### config.mk
export PLATFORM = sky130hd
export DESIGN_NAME = mtm_alu_frame_rx
export DESIGN_NICKNAME = d
export VERILOG_FILES = /design/src/rtl/mtm_alu_pkg.sv /design/src/rtl/mtm_alu_crc4.sv /design/src/rtl/mtm_alu_frame_rx.sv
export SDC_FILE = /design/constraint.sdc
export NUM_CORES = 1
export LEC_CHECK = 0
export CAP_MARGIN = 25
export CORE_MARGIN = 5
export CORE_UTILIZATION = 53
export DETAILED_ROUTE_END_ITERATION = 10
export PLACE_DENSITY = 0.77
export SETUP_SLACK_MARGIN = 0.15
export SKIP_LAST_GASP = 1
export SYNTH_ARGS = -nofsm -noshare
export SYNTH_HDL_FRONTEND = slang
export SYNTH_SLANG_ARGS = --single-unit
### constraint.sdc
create_clock -name clk -period 3.3 [get_ports clk]
set_input_delay 0.495 -clock clk [delete_from_list [all_inputs] [get_ports clk]]
set_output_delay 0.495 -clock clk [all_outputs]
set_load 0.1 [all_outputs]
### src/rtl/mtm_alu_pkg.sv
// Shared constants for the MTM ALU serial frame receiver.
// Holds opcode values, FSM state encoding, frame-type values, error-frame
// bit positions and two small helpers (opcode legality, error byte build).
package mtm_alu_pkg;

    localparam int unsigned BYTE_W = 8;
    localparam int unsigned OP_W   = 3;
    localparam int unsigned CRC_W  = 4;

    // Legal opcodes
    localparam logic [OP_W-1:0] OP_AND = 3'b000;
    localparam logic [OP_W-1:0] OP_OR  = 3'b001;
    localparam logic [OP_W-1:0] OP_ADD = 3'b100;
    localparam logic [OP_W-1:0] OP_SUB = 3'b101;

    // Frame type bit values
    localparam logic FT_DATA = 1'b0;
    localparam logic FT_CTL  = 1'b1;

    // Error byte bit positions
    localparam int unsigned ERR_MARK    = 7;
    localparam int unsigned ERR_CRC_HI  = 6;
    localparam int unsigned ERR_CRC_LO  = 5;
    localparam int unsigned ERR_OP_HI   = 4;
    localparam int unsigned ERR_OP_LO   = 3;
    localparam int unsigned ERR_DATA_HI = 2;
    localparam int unsigned ERR_DATA_LO = 1;
    localparam int unsigned ERR_PAR     = 0;

    typedef enum logic [2:0] {
        ST_IDLE,
        ST_TYPE,
        ST_PAYLOAD,
        ST_STOP,
        ST_RESYNC,
        ST_CHECK
    } state_t;

    function automatic logic op_legal(input logic [OP_W-1:0] op);
        logic ok;
        case (op)
            OP_AND, OP_OR, OP_ADD, OP_SUB: ok = 1'b1;
            default:                       ok = 1'b0;
        endcase
        return ok;
    endfunction

    // Error byte: marker, doubled flags, parity over the upper seven bits
    function automatic logic [BYTE_W-1:0] err_frame_build(input logic data_err,
                                                          input logic crc_err,
                                                          input logic op_err);
        logic [BYTE_W-1:0] f;
        f              = '0;
        f[ERR_MARK]    = 1'b1;
        f[ERR_CRC_HI]  = crc_err;
        f[ERR_CRC_LO]  = crc_err;
        f[ERR_OP_HI]   = op_err;
        f[ERR_OP_LO]   = op_err;
        f[ERR_DATA_HI] = data_err;
        f[ERR_DATA_LO] = data_err;
        f[ERR_PAR]     = ^f[BYTE_W-1:1];
        return f;
    endfunction

endpackage

### src/rtl/mtm_alu_crc4.sv
// Serial CRC-4 (x^4 + x + 1), MSB first, init 0.
// Ports: clk, rst (async active-low), clear (sync zero), enable (absorb bit_in),
//        bit_in (serial data bit), crc (running remainder).
module mtm_alu_crc4
    import mtm_alu_pkg::*;
(
    input  logic             clk,
    input  logic             rst,
    input  logic             clear,
    input  logic             enable,
    input  logic             bit_in,
    output logic [CRC_W-1:0] crc
);

    logic fb;

    assign fb = crc[CRC_W-1] ^ bit_in;

    // Shift left; on feedback xor in the low taps (x + 1)
    always_ff @(posedge clk or negedge rst) begin
        if (!rst) begin
            crc <= '0;
        end else if (clear) begin
            crc <= '0;
        end else if (enable) begin
            crc <= {crc[CRC_W-2:0], 1'b0} ^ {2'b00, fb, fb};
        end
    end

endmodule

### src/rtl/mtm_alu_frame_rx.sv
// Serial frame receiver for the MTM ALU: collects 2*NBYTES DATA frames and a
// CTL frame, checks framing, CRC-4 and opcode, then presents operands with a
// valid/ready handshake or emits a one-cycle error byte.
// Ports: clk, rst (async active-low), din (serial, idles high),
//        a_o/b_o/op_o + out_valid/out_ready (packet output handshake),
//        err_valid/err_frame (error report), overrun (good packet dropped).
module mtm_alu_frame_rx
    import mtm_alu_pkg::*;
#(
    parameter int unsigned NBYTES   = 4,
    parameter bit          CHECK_OP = 1'b1
) (
    input  logic                  clk,
    input  logic                  rst,
    input  logic                  din,
    output logic [8*NBYTES-1:0]   a_o,
    output logic [8*NBYTES-1:0]   b_o,
    output logic [2:0]            op_o,
    output logic                  out_valid,
    input  logic                  out_ready,
    output logic                  err_valid,
    output logic [7:0]            err_frame,
    output logic                  overrun
);

    localparam int unsigned W      = 8 * NBYTES;
    localparam int unsigned FRAMES = 2 * NBYTES;
    localparam int unsigned CNT_W  = $clog2(FRAMES + 1);
    localparam logic [CNT_W-1:0] FRAMES_C = CNT_W'(FRAMES);

    state_t            state, state_nxt;
    logic              ftype, ftype_nxt;
    logic [2:0]        bit_cnt, bit_cnt_nxt;
    logic [BYTE_W-1:0] shreg, shreg_nxt;
    logic [CNT_W-1:0]  frame_cnt, frame_cnt_nxt;
    logic              data_err, data_err_nxt;
    logic [2*W-1:0]    opnd, opnd_nxt;
    logic [W-1:0]      a_nxt, b_nxt;
    logic [OP_W-1:0]   op_nxt;
    logic              out_valid_nxt, err_valid_nxt, overrun_nxt;
    logic [BYTE_W-1:0] err_frame_nxt;

    logic              crc_clear, crc_en, crc_bit;
    logic [CRC_W-1:0]  crc;
    logic              crc_err_c, op_err_c;

    // CRC covers every DATA payload bit, then OP (CTL bits 6:4), then a zero
    // pad fed in place of the first received CRC bit.
    assign crc_en  = (state == ST_PAYLOAD) &&
                     ((ftype == FT_DATA) || ((bit_cnt >= 3'd1) && (bit_cnt <= 3'd4)));
    assign crc_bit = ((ftype == FT_CTL) && (bit_cnt == 3'd4)) ? 1'b0 : din;

    mtm_alu_crc4 u_crc (
        .clk    (clk),
        .rst    (rst),
        .clear  (crc_clear),
        .enable (crc_en),
        .bit_in (crc_bit),
        .crc    (crc)
    );

    assign crc_err_c = (crc != shreg[CRC_W-1:0]);
    assign op_err_c  = CHECK_OP && !op_legal(shreg[6:4]);

    // State and output registers
    always_ff @(posedge clk or negedge rst) begin
        if (!rst) begin
            state     <= ST_IDLE;
            ftype     <= FT_DATA;
            bit_cnt   <= '0;
            shreg     <= '0;
            frame_cnt <= '0;
            data_err  <= 1'b0;
            opnd      <= '0;
            a_o       <= '0;
            b_o       <= '0;
            op_o      <= '0;
            out_valid <= 1'b0;
            err_valid <= 1'b0;
            err_frame <= '0;
            overrun   <= 1'b0;
        end else begin
            state     <= state_nxt;
            ftype     <= ftype_nxt;
            bit_cnt   <= bit_cnt_nxt;
            shreg     <= shreg_nxt;
            frame_cnt <= frame_cnt_nxt;
            data_err  <= data_err_nxt;
            opnd      <= opnd_nxt;
            a_o       <= a_nxt;
            b_o       <= b_nxt;
            op_o      <= op_nxt;
            out_valid <= out_valid_nxt;
            err_valid <= err_valid_nxt;
            err_frame <= err_frame_nxt;
            overrun   <= overrun_nxt;
        end
    end

    // Next-state and next-output logic
    always_comb begin
        state_nxt     = state;
        ftype_nxt     = ftype;
        bit_cnt_nxt   = bit_cnt;
        shreg_nxt     = shreg;
        frame_cnt_nxt = frame_cnt;
        data_err_nxt  = data_err;
        opnd_nxt      = opnd;
        a_nxt         = a_o;
        b_nxt         = b_o;
        op_nxt        = op_o;
        out_valid_nxt = out_valid;
        err_valid_nxt = 1'b0;
        err_frame_nxt = err_frame;
        overrun_nxt   = 1'b0;
        crc_clear     = 1'b0;

        // Accepted packet drops valid; a good packet in CHECK may re-raise it
        if (out_valid && out_ready) begin
            out_valid_nxt = 1'b0;
        end

        case (state)
            ST_IDLE: begin
                if (!din) state_nxt = ST_TYPE;
            end
            ST_TYPE: begin
                ftype_nxt   = din;
                bit_cnt_nxt = '0;
                state_nxt   = ST_PAYLOAD;
            end
            ST_PAYLOAD: begin
                shreg_nxt   = {shreg[BYTE_W-2:0], din};
                bit_cnt_nxt = bit_cnt + 3'd1;
                if (bit_cnt == 3'd7) state_nxt = ST_STOP;
            end
            ST_STOP: begin
                if (!din) begin
                    data_err_nxt = 1'b1;
                    state_nxt    = ST_RESYNC;
                end else if (ftype == FT_DATA) begin
                    state_nxt = ST_IDLE;
                    if (frame_cnt == FRAMES_C) begin
                        data_err_nxt = 1'b1;
                    end else begin
                        frame_cnt_nxt = frame_cnt + CNT_W'(1);
                        opnd_nxt      = {opnd[2*W-BYTE_W-1:0], shreg};
                    end
                end else begin
                    state_nxt = ST_CHECK;
                    if ((frame_cnt != FRAMES_C) || shreg[BYTE_W-1]) data_err_nxt = 1'b1;
                end
            end
            ST_RESYNC: begin
                if (din) state_nxt = ST_IDLE;
            end
            ST_CHECK: begin
                state_nxt     = ST_IDLE;
                frame_cnt_nxt = '0;
                data_err_nxt  = 1'b0;
                crc_clear     = 1'b1;
                if (data_err || crc_err_c || op_err_c) begin
                    // Framing errors mask CRC/opcode flags
                    err_valid_nxt = 1'b1;
                    err_frame_nxt = err_frame_build(data_err,
                                                    !data_err && crc_err_c,
                                                    !data_err && op_err_c);
                end else if (out_valid && !out_ready) begin
                    overrun_nxt = 1'b1;
                end else begin
                    a_nxt         = opnd[W-1:0];
                    b_nxt         = opnd[2*W-1:W];
                    op_nxt        = shreg[6:4];
                    out_valid_nxt = 1'b1;
                end
            end
            default: begin
                state_nxt = ST_IDLE;
            end
        endcase
    end

endmodule

# [Word level (Yosys, flattened, before mapping)]
# Cells that the tools add are included.
[word_totals] ff_bits=166 in_bits=4
[op_classes] reduce_logical=27 order_cmp=2 bitwise_logic=6 n_mux=30 eq_ne=21 add_sub_neg=2
[op_table] cell="$mux W4" count=5
[op_table] cell="$eq A3 B3 Y1 const B" count=6
[op_table] cell="$mux W1" count=16
[op_table] cell="$mux W3" count=5
[op_table] cell="$pmux W3 S5" count=1
[op_table] cell="$ne A4 B4 Y1 const B" count=3
[op_table] cell="$ne A2 B2 Y1 const B" count=5
[op_table] cell="$reduce_and A3 Y1" count=3
[op_table] cell="$pmux W4 S2" count=1
[op_table] cell="$reduce_and A4 Y1" count=2
[op_table] cell="$logic_and A1 B1 Y1" count=7
[op_table] cell="$reduce_xor A7 Y1" count=1
[op_table] cell="$eq A3 B1 Y1 const B" count=2
[op_table] cell="$eq A3 B2 Y1 const B" count=2
[op_table] cell="$logic_not A3 Y1" count=2
[op_table] cell="$pmux W3 S2" count=1
[op_table] cell="$reduce_bool A2 Y1" count=3
[op_table] cell="$add A4 B1 Y4 const B" count=1
[op_table] cell="$eq A4 B4 Y1 const B" count=1
[op_table] cell="$logic_or A1 B1 Y1" count=4
[op_table] cell="$ne A4 B4 Y1" count=1
[op_table] cell="$not A1 Y1" count=4
[op_table] cell="$reduce_or A4 Y1" count=1
[op_table] cell="$xor A4 B2 Y4" count=1
[op_table] cell="8 further kinds" count=10

# [Logic depth before layout (Yosys ltp)]
# Gate-level depths: netlist of the first run.
[depth] ltp_word=7 depth_mapped=7 mapped_depth_nobuf=6

# [Cells and area by module]
# From an unflattened synthesis of the first run, not the netlist that was laid out.
[unflattened] cells_unflattened=423 hier_area_um2=6394.9
[modules_own_cells] module="mtm_alu_frame_rx" n_inst=1 area_each_um2=6206.0 cells_each=406
[modules_own_cells] module="mtm_alu_crc4" n_inst=1 area_each_um2=188.9 cells_each=17

# [Worst setup path after synthesis of the first run]
# No wires, ideal clock.
[synth_path] path_type="register -> register" start="register out_valid" end="register b_o[10]" t_arrival_ns=1.909 path_stages_with_launch=6 n_path_buf=2 setup_ns=0.125 required_ns=3.175 setup_slack_ns=1.265 cell_sequence="dfrtp_1 -> nand2b_1 -> nand4_1 -> buf_4 -> buf_6 -> mux2_4"
[synth_via] elab_chain_cells=3
[synth_rtl] item="start: declaration" line="mtm_alu_frame_rx.sv:19" source="output logic out_valid,"
[synth_rtl] item="start signal: assignment" line="mtm_alu_frame_rx.sv:93" source="out_valid <= out_valid_nxt;"
[synth_rtl] item="$logic_and A1 B1 Y1" line="mtm_alu_frame_rx.sv:168" source="end else if (out_valid && !out_ready) begin"
[synth_rtl] item="$not A1 Y1 (no source line)"
[synth_rtl] item="$reduce_and A3 Y1 (no source line)"
[synth_rtl] item="end signal: assignment" line="mtm_alu_frame_rx.sv:91" source="b_o <= b_nxt;"
[synth_rtl] item="end: declaration" line="mtm_alu_frame_rx.sv:17" source="output logic [8*NBYTES-1:0] b_o,"
# No other way between the ends.
# A chain may end at the register's enable or synchronous reset.

# [Worst setup path in the final report of the first run]
[layout_path] start="register state[0]" end="register b_o[2]"
[layout_via] elab_chain_cells=2
[layout_rtl] item="start: declaration" line="mtm_alu_frame_rx.sv:31" source="state_t state, state_nxt;"
[layout_rtl] item="start signal: assignment" line="mtm_alu_frame_rx.sv:83" source="state <= state_nxt;"
[layout_rtl] item="$eq A3 B3 Y1" line="mtm_alu_frame_rx.sv:123" source="case (state)"
[layout_rtl] item="$reduce_and A3 Y1 (no source line)"
# No other way between the ends.

==> results of run 1 <==
-- final cells by class --
cell class	count	area, µm²
multi-input cells	226	2260
inverters	11	41.3
flip-flops and latches	162	4050
clock buffers	27	513
fillers	873	3990
clock inverters	4	47.5
well taps	147	184
repair buffers	88	925
-- cells in the mapped netlist (all sizes together) --
| library cell | number | area, µm² |
|---|---|---|
| and2 | 1 | 6.26 |
| nand2 | 16 | 60.1 |
| nand3b | 1 | 7.51 |
| or3 | 2 | 12.5 |
| nor2b | 3 | 18.8 |
| xnor2 | 1 | 8.76 |
| a2bb2oi | 1 | 8.76 |
| nor4bb | 1 | 10.0 |
| o32ai | 1 | 8.76 |
| inv | 11 | 41.3 |
| nor3b | 3 | 22.5 |
| xor2 | 5 | 43.8 |
| nor4 | 2 | 27.5 |
| and3b | 1 | 8.76 |
| mux2i | 4 | 40.0 |
| nand3 | 3 | 15.0 |
| mux2 | 139 | 1670 |
| nor2 | 6 | 22.5 |
| ha | 6 | 75.1 |
| or2 | 2 | 12.5 |
| xor3 | 1 | 23.8 |
| a21bo | 1 | 10.0 |
| and4b | 1 | 10.0 |
| a21oi | 6 | 30.0 |
| nand4 | 2 | 12.5 |
| nor3 | 1 | 5.00 |
| clkbuf | 3 | 11.3 |
| o21ai | 13 | 65.1 |
| dfrtp | 162 | 4050 |
| nand2b | 2 | 12.5 |
| buf | 20 | 131 |
| a22o | 1 | 8.76 |
-- worst paths after layout --
| kind | cells after the start | slack, ps | from | to |
|---|---|---|---|---|
| setup / recovery | 5 | 750 | state[0] | b_o[2] |
| hold / removal | 1 | 100 | rst | op_o[1] |
| min in group clk | 1 | 480 | op_o[1] | op_o[1] |
| max in group asynchronous | 2 | 2340 | rst | a_o[16] |
| setup reg to reg | 5 | 750 | state[0] | b_o[2] |
| hold reg to reg | 1 | 480 | op_o[1] | op_o[1] |
-- logic make-up after synthesis --
kind of cell               after synthesis  share of synthesized area (%)
AOI/OAI and AO/OA                       23                           2.02
xor gates and xnor gates                 7                           1.17
adders and majority gates                6                           1.16
buffers and inverters                   34                           2.83
DFF                                    162                           62.4
muxes                                  143                           26.4
and+or+nand+nor                         47                           4.06
-- report_power, final --
part	internal, mW	total [mW]	switching [mW]	leakage (nW)
clock	1.13	1.84	0.704	0.273
sequential	2.25	2.54	0.286	2.21
combinational	0.495	1.21	0.720	1.50
total	3.88	5.59	1.71	3.98
-- metrics by stage --
step / instances / setup slack [ps]
2_1_floorplan: 422 / 1270
3_3_place_gp: 634 / 771
3_5_place_dp: 634 / 692
4_1_cts: 665 / 712
5_1_grt: 665 / 602
6_report: 665 / 752
-- critical path: stages (launching register included) --
cell	delay (ps)
sky130_fd_sc_hd__dfrtp_1	560
sky130_fd_sc_hd__nand2_1	130
sky130_fd_sc_hd__nor2_1	310
sky130_fd_sc_hd__nand4_1	670
sky130_fd_sc_hd__buf_12	430
sky130_fd_sc_hd__mux2_4	310
-- sequential cells by signal (all words and copies together), names as in the netlist --
name       flops
a_o           32
b_o           32
bit_cnt        3
data_err       1
err_frame      4
err_valid      1
frame_cnt      4
ftype          1
op_o           3
opnd          64
out_valid      1
overrun        1
shreg          8
state          3
u_crc.crc      4
-- layer usage --
layer	wire length [µm]	global-route usage, %	up-vias
met5	0	0	-
met4	189	7.01	0
met3	367	3.46	13
met2	5440	25.9	58
met1	5150	22.5	1775
li1	-	-	1644
==> implementation parameters, run 1 <==
Parameter                              Value

Clocking
  Number of buffers on the longest clock path ... 2
  Source-to-sink clock delay at the later pin of the worst-skew pair ... 410 ps
  Clock H-tree levels ... 4
  TritonCTS clock tree ... built
  Library cell used as clock root buffer ... sky130_fd_sc_hd__clkbuf_16
  Clock Pin Slew Worst Setup and Hold Paths ... 60 ps
  Number of buffers created by CTS ... 17
  Number of sinks on the clock net ... 162
  Buffer count from post-CTS setup fixing ... 0
  CTS Hold Bufs ... 0
  Quantity of gates resized following cts ... 0

STA
  Hold slack ... 95.2 ps
  Final Hold Vio Count ... 0
  Max-slew violation total from the final report ... 0
  Setup tns final ... 0 ps
  Setup violators final ... 0
  Clock period minus worst slack ... ~2500 ps
  Worst Tran Pin Value ... 1010 ps
  Clock tree skew after final layout ... 6.54 ps
  RSZ-0062 raised after global routing ... no
  Ratio of final minimum period to clock period ... 77.2%
  Normalized max-slew margin ... around 33%
  Fmax ... 393 MHz

Worst setup path
  Path type of the worst setup path ... reg -> reg
  Crit start category ... flip-flop
  WP data required ... between 3000 and 4000 ps
  Arr. time, crit path ... 2840 ps
  Setup crit end kind ... flip-flop
  Critical path fanouts, max ... 29

Route
  Final routed wire length divided by cell count ... 16.8 µm
  Detailed-route vias per instance ... between 5 and 6
  Residual antenna-violating net count after detailed routing ... 0
  Overall routed net length ... around 11 mm
  First-pass detailed-route iteration total ... 4
  Detailed-route via count ... 3490
  Number of design-rule violations left by the first detailed-router iteration ... 219
  Drt drc ... 0

Min path
  Hold Path Class ... in -> async

Power and ir drop
  Overall power after layout ... about 5.6 mW
  Max VDD drop ... 0.000415 V
  Pwr dens ... 697 nW/µm²
  Leakage ... 3.98 nW

Die
  Area of the placeable core ... 12000 µm²
  Die Footprint ... 14600 µm²
  Effective utilization at floorplan ... 54.1%
  Horizontal die dimension ... 121 µm
  Number of cell rows ... 40
  IO Pins ... 82
  Height of the die ... 121 µm

Synth
  Total of flip-flops plus latches after synthesis ... 162
  Post-synthesis average cell area ... 15.4 µm²
  Syn Std Cell Area ... ~6500 µm²
  Total nets after synthesis ... 432
  Synthesized instance count ... ~420
  Number of warnings printed during yosys synthesis ... 0
  Number of distinct standard cells referenced by the synthesized netlist ... 36
  Register area share after synthesis ... 62.4%

GRT
  Largest net degree at the start of global routing ... 91
  Wire length of the first global-routing pass ... between 15 and 20 mm
  Number of global-route vias before repair ... 3710
  Total routing usage reported by global routing ... 16.5%
  Aggregate global routing overflow ... 0
  Number of antenna violations at the first check in global routing ... 0

Place
  Placed wire-length estimate ... 7.51 mm
  Port buffer count ... 81
  Weighted congestion at the end of routability-driven global placement ... about 0.72
  Placed standard-cell area ... 7470 µm²

Job
  Max cap viols ... 0

Cells and area
  Final standard cell utilization of the core ... 66.8%
  Growth of design area from synthesis to finish ... 23.5%
  NumNets Final ... 516
  Most used cells in the layout excluding fill and tap cells ... sky130_fd_sc_hd__dfrtp_1, sky130_fd_sc_hd__mux2_2, sky130_fd_sc_hd__clkdlybuf4s50_1, sky130_fd_sc_hd__mux2_4, sky130_fd_sc_hd__clkbuf_16
  Antenna Diode Count ... 0
  Layout cells sized above 1 ... 34.6%
  Most common cell after layout, fill and taps aside ... sky130_fd_sc_hd__dfrtp_1
  Design Area, Final ... around 8000 µm²

Status
  Outcome ... completed
(Power assumes the default switching activity.)
==> run 2, diff against run 1 <==
clock period = 2.6 ns   (was 3.3 ns; I/O delays follow)
==> run 2 against run 1 <==
Register-to-register slack worse by 190 ps. Global-route usage is 0.72 points higher. The flow now finishes with violations (hold timing). Routed wire length is 1.8% higher. Critical path depth stayed put. Combinational power is 27% higher. Critical path type unchanged. Largest power group unchanged. Sequential share of layout area is 1.6 points higher. First-iteration DRC count is 17% lower. Count of clock-buffer cells in the layout is 6 lower. Clock power is 20% higher.
==> implementation parameters, run 2 (synthesized netlist as in run 1, its figures left out) <==
Parameter                              Value

Cells and area
  Layout cells sized above 1 ... 49.8%
  NumNets Final ... 518
  Antenna Diode Count ... 0
  Number of flip-flops in the largest register ... 64
  Growth of design area from synthesis to finish ... 19.7%
  Registers with the most flip-flops ... opnd: 64 flops, a_o: 32 flops, b_o: 32 flops
  Reg with most FFs ... opnd
  Most common cell after layout, fill and taps aside ... sky130_fd_sc_hd__dfrtp_1
  Most used cells in the layout excluding fill and tap cells ... sky130_fd_sc_hd__dfrtp_1, sky130_fd_sc_hd__mux2_2, sky130_fd_sc_hd__buf_4, sky130_fd_sc_hd__mux2_4, sky130_fd_sc_hd__clkbuf_16
  Final standard cell utilization of the core ... around two thirds

STA
  Normalized max-slew margin ... a little under three fifths
  Setup violators final ... 0
  RSZ-0062 raised after global routing ... no
  Final Hold Vio Count ... 14
  Ratio of final minimum period to clock period ... 78.5%
  Fmax ... 490 MHz
  Clock tree skew after final layout ... 5.23 ps
  Clock period minus worst slack ... 2040 ps
  Max-slew violation total from the final report ... 0
  Hold slack ... -22.4 ps
  Setup tns final ... 0 ps
  Worst Tran Pin Value ... approximately 670 ps

Route
  Drt drc ... 0
  Overall routed net length ... 11.4 mm
  Final routed wire length divided by cell count ... 17.1 µm
  Detailed-route via count ... ~3600
  Residual antenna-violating net count after detailed routing ... 0
  First-pass detailed-route iteration total ... 4
  Detailed-route vias per instance ... 5.39
  Number of design-rule violations left by the first detailed-router iteration ... 182

Power and ir drop
  Max VDD drop ... 0.000630 V
  Pwr dens ... 899 nW/µm²
  Leakage ... 4.11 nW

Worst setup path
  Critical Path Source ... state[0]
  Setup crit end kind ... flip-flop
  Crit start category ... flip-flop
  Arr. time, crit path ... 2340 ps
  Launch point of the worst reg-to-reg path ... state[0]
  Path type of the worst setup path ... reg -> reg
  WP data required ... approximately 2900 ps
  Critical path fanouts, max ... 51

Clocking
  Library cell used as clock root buffer ... sky130_fd_sc_hd__clkbuf_16
  TritonCTS clock tree ... built
  Number of sinks on the clock net ... between 150 and 200
  Quantity of gates resized following cts ... 0
  Buffer count from post-CTS setup fixing ... 0
  Number of buffers created by CTS ... 17
  Clock Pin Slew Worst Setup and Hold Paths ... 60 ps
  Source-to-sink clock delay at the later pin of the worst-skew pair ... 420 ps
  Number of buffers on the longest clock path ... 2
  Clock H-tree levels ... 4
  CTS Hold Bufs ... 0

Die
  Horizontal die dimension ... 121 µm
  Die Footprint ... 14600 µm²
  Area of the placeable core ... 12000 µm²
  Effective utilization at floorplan ... between 50% and 60%
  Height of the die ... between 100 and 150 µm
  Number of cell rows ... 40
  IO Pins ... 82

Job
  Max cap viols ... 0

GRT
  Number of antenna violations at the first check in global routing ... 0
  Wire length of the first global-routing pass ... approximately 20 mm
  Aggregate global routing overflow ... 0
  Largest net degree at the start of global routing ... 77
  Total routing usage reported by global routing ... 17.2%
  Number of global-route vias before repair ... about 3900

Place
  Port buffer count ... 81
  Weighted congestion at the end of routability-driven global placement ... 0.810
  Placed wire-length estimate ... 7.77 mm

Status
  Violated checks ... hold timing
  Outcome ... finished with violations

Min path
  Hold Path Class ... in -> async
==> run 2: power breakdown <==
part | internal, mW | leakage, nW | switching (mW)
logic | 0.615 | 1.64 | 0.927
clock network | 1.31 | 0.262 | 0.900
registers | 2.86 | 2.21 | 0.377
==> run 2: final timing paths <==
check	endpoint	slack (ps)	cells after the start
worst max register to register	b_o[14]	560	5
max in group asynchronous	a_o[19]	1850	2
worst min-delay path	b_o[30]	-20	1
worst min register to register	op_o[1]	480	1
worst max-delay path	b_o[14]	560	5
min in group clk	op_o[1]	480	1
==> run 2: routing by layer <==
metal | share of wire, % | up-vias | track usage (%)
li1 | - | 1634 | -
met1 | 44 | 1856 | 22.2
met2 | 50 | 73 | 27.4
met3 | 3.8 | 19 | 4.58
met4 | 2.4 | 0 | 7.79
met5 | 0 | - | 0
==> run 2: cell type report <==
type                            instances  area [µm²]
Inverter                               11        41.3
Multi-Input combinational cell        226        2260
Timing Repair Buffer                   90         722
Fill cell                             877        4230
Tap cell                              147         184
Sequential cell                       162        4050
Clock buffer                           21         450
Clock inverter                          8        65.1
==> run 2: critical path, stage by stage (launching register included) <==
cell and delay (ps):
sky130_fd_sc_hd__dfrtp_1 570, sky130_fd_sc_hd__nand2_1 150, sky130_fd_sc_hd__nor2_1 320, sky130_fd_sc_hd__nand4_1 230, sky130_fd_sc_hd__buf_12 260, sky130_fd_sc_hd__mux2_4 340
==> run 2: metrics by stage <==
step	area, µm²	setup slack (ps)	power (mW)	std cells
6_report	7780	560	6.99	665
3_3_place_gp	7260	539	4.74	636
2_1_floorplan	6500	565	4.43	422
5_1_grt	7780	393	7.34	665
3_5_place_dp	7260	460	4.83	636
4_1_cts	7780	577	7.06	665
==> run 3, diff against run 2 <==
clock period = 1.9 ns   (was 2.6 ns; I/O delays follow)
==> run 3 against run 2 <==
The run ends with setup timing left. Critical path depth rose by 1. Core utilization rose by 6.8 points. Global-route usage rose by 0.63 points. Die area did not move. Final area rose by 10%. Non-clock buffer count rose by 41. Critical endpoint is now b_o[17]. Largest power group unchanged.
==> implementation parameters, run 3 (synthesized netlist as in run 1, its figures left out) <==
Parameter                              Value

GRT
  Total routing usage reported by global routing ... between 10% and 20%
  Largest net degree at the start of global routing ... 53
  Wire length of the first global-routing pass ... 20.2 mm
  Aggregate global routing overflow ... 0
  Number of global-route vias before repair ... 3884
  Number of antenna violations at the first check in global routing ... 0

Route
  Detailed-route vias per instance ... around 5.3
  Drt drc ... 0
  First-pass detailed-route iteration total ... 4
  Number of design-rule violations left by the first detailed-router iteration ... 196
  Final routed wire length divided by cell count ... around 19 µm
  Amount of wire on met2 after detailed routing ... 6.75 mm
  Residual antenna-violating net count after detailed routing ... 0
  Highest metal used ... met4
  Met1 routed wirelength after detailed routing ... 5.94 mm
  Detailed-route via count ... 3754
  Overall routed net length ... about 13 mm
  DR WL met3 ... 434 µm

Power and ir drop
  Internal cell power ... 7.64 mW
  Reported net switching power ... 3.31 mW
  Sequential power share ... 39.6%
  Leakage ... 4.49 nW
  Net switching fraction of the power ... 30.2%
  Combinational Power Share ... 24.5%
  Clock power share ... 35.9%
  Max VDD drop ... around 0.00073 V
  Pwr dens ... roughly 1300 nW/µm²

Clocking
  Source-to-sink clock delay at the later pin of the worst-skew pair ... approximately 420 ps
  Number of sinks on the clock net ... about 160
  Number of buffers created by CTS ... 17
  Clock Pin Slew Worst Setup and Hold Paths ... 60 ps
  Clock H-tree levels ... 4
  TritonCTS clock tree ... built
  Number of buffers on the longest clock path ... 2
  Library cell used as clock root buffer ... sky130_fd_sc_hd__clkbuf_16

Worst setup path
  Number of cells on the worst reg-to-reg path ... 6
  Crit start category ... flip-flop
  Critical path fanouts, max ... 16
  Crit Reg-Reg Endpoint ... b_o[17]
  Setup crit end kind ... flip-flop
  Flop-to-flop setup slack ... -20 ps
  Arr. time, crit path ... between 2000 and 2500 ps
  WP data required ... 2200 ps
  Path type of the worst setup path ... reg -> reg
  Launch point of the worst reg-to-reg path ... shreg[2]

Die
  Number of cell rows ... 40
  Area of the placeable core ... 12000 µm²
  Effective utilization at floorplan ... a little over half
  Horizontal die dimension ... 121 µm
  IO Pins ... about 80
  Height of the die ... 121 µm
  Die Footprint ... 14600 µm²

Cells and area
  Number of flip-flops in the largest register ... 64
  Design Area, Final ... 8590 µm²
  Reg with most FFs ... opnd
  NumNets Final ... between 500 and 600
  Most used cells in the layout excluding fill and tap cells ... sky130_fd_sc_hd__dfrtp_1, sky130_fd_sc_hd__mux2_2, sky130_fd_sc_hd__buf_4, sky130_fd_sc_hd__mux2_4, sky130_fd_sc_hd__clkbuf_16
  Antenna Diode Count ... 0
  Layout cells sized above 1 ... 54.6%
  Growth of design area from synthesis to finish ... 32.2%
  Most common cell after layout, fill and taps aside ... sky130_fd_sc_hd__dfrtp_1
  Registers with the most flip-flops ... opnd: 64 flops, a_o: 32 flops, b_o: 32 flops

Place
  Weighted congestion at the end of routability-driven global placement ... 0.798
  Post-placement worst setup slack ... -112 ps
  Placed standard-cell area ... 7430 µm²
  Placed wire-length estimate ... 7.94 mm
  Port buffer count ... between 80 and 90

STA
  RSZ-0062 raised after global routing ... yes
  Fmax ... 520 MHz
  Final Hold Vio Count ... 0
  Clock period minus worst slack ... 1920 ps
  Normalized max-slew margin ... 66.6%
  Max-slew violation total from the final report ... 0
  Worst Tran Pin Value ... 501 ps
  Final setup margin ... -21.4 ps
  Clock tree skew after final layout ... between 10 and 15 ps
  Ratio of final minimum period to clock period ... 101%
  Setup tns final ... -265 ps
  Setup violators final ... 24

Job
  Max cap viols ... 0

Status
  Violated checks ... setup timing
  Outcome ... finished with violations

Min path
  Hold Path Class ... in -> async
run 3: changes by cell type in the layout (fill, tap and decap cells not counted), sizes merged, moves of 2 or more:
cell	change
buf	+34
bufinv	+5
clkbuf	+3
clkinv	-4
clkinvlp	+2
inv	+3
run 3: layer usage:
layer	track usage (%)	up-vias
li1	-	1738
met1	23.2	1931
met2	29.0	69
met3	4.40	16
met4	7.01	0
met5	0	-
run 3: how the worst max path moves through the flow:
| stage | end | startpoint | depth (start not counted) |
|---|---|---|---|
| 6_report | b_o[17] | shreg[2] | 6 |
| 5_1_grt | b_o[30] | shreg[2] | 6 |
| 4_1_cts | b_o[17] | shreg[1] | 5 |
| 3_5_place_dp | a_o[28] | out_ready | 5 |
| 3_3_place_gp | a_o[29] | out_ready | 5 |
| 2_1_floorplan | b_o[10] | shreg[2] | 6 |
run 3: layout make-up:
cell class | instances | area, µm²
inverters | 11 | 41.3
fillers | 768 | 3420
repair buffers | 131 | 1350
clock buffers | 18 | 439
well taps | 147 | 184
clock inverters | 14 | 250
flip-flops and latches | 162 | 4060
multi-input cells | 226 | 2270
run 3: through the flow:
stage / std cells / utilization, % / power [mW] / hold slack, ps
3_5_place_dp: 653 / 61.9 / 6.78 / 270
3_3_place_gp: 653 / 61.9 / 6.68 / 266
5_1_grt: 709 / 71.5 / 11.4 / 412
6_report: 709 / 71.5 / 10.9 / 379
4_1_cts: 696 / 69.3 / 10.8 / 391
2_1_floorplan: 422 / - / 6.07 / -10.6
run 3: worst max-delay path, cell delays in order (launching register included):
cell and delay, ps:
sky130_fd_sc_hd__dfrtp_1 390, sky130_fd_sc_hd__xor2_1 190, sky130_fd_sc_hd__nor4_4 350, sky130_fd_sc_hd__nand4_1 210
sky130_fd_sc_hd__buf_6 190, sky130_fd_sc_hd__buf_12 160, sky130_fd_sc_hd__mux2_4 300
run 3: what timing repair did:
action	in CTS	in global routing
endpoints found under the hold margin	49	0
buffers inserted	7	5
cloned	3	8
setup endpoints to repair	129	131
pin swaps	3	2
resized for setup	10	11
hold buffers	1	0
run 3: power by group through the flow:
stage               logic (mW)  registers, mW  clock network, mW
floorplan                 1.52           4.55                  0
global placement          2.33           4.35                  0
detailed placement        2.40           4.38                  0
CTS                       2.54           4.31               3.97
global route              2.86           4.39               4.16
finish                    2.68           4.33               3.93
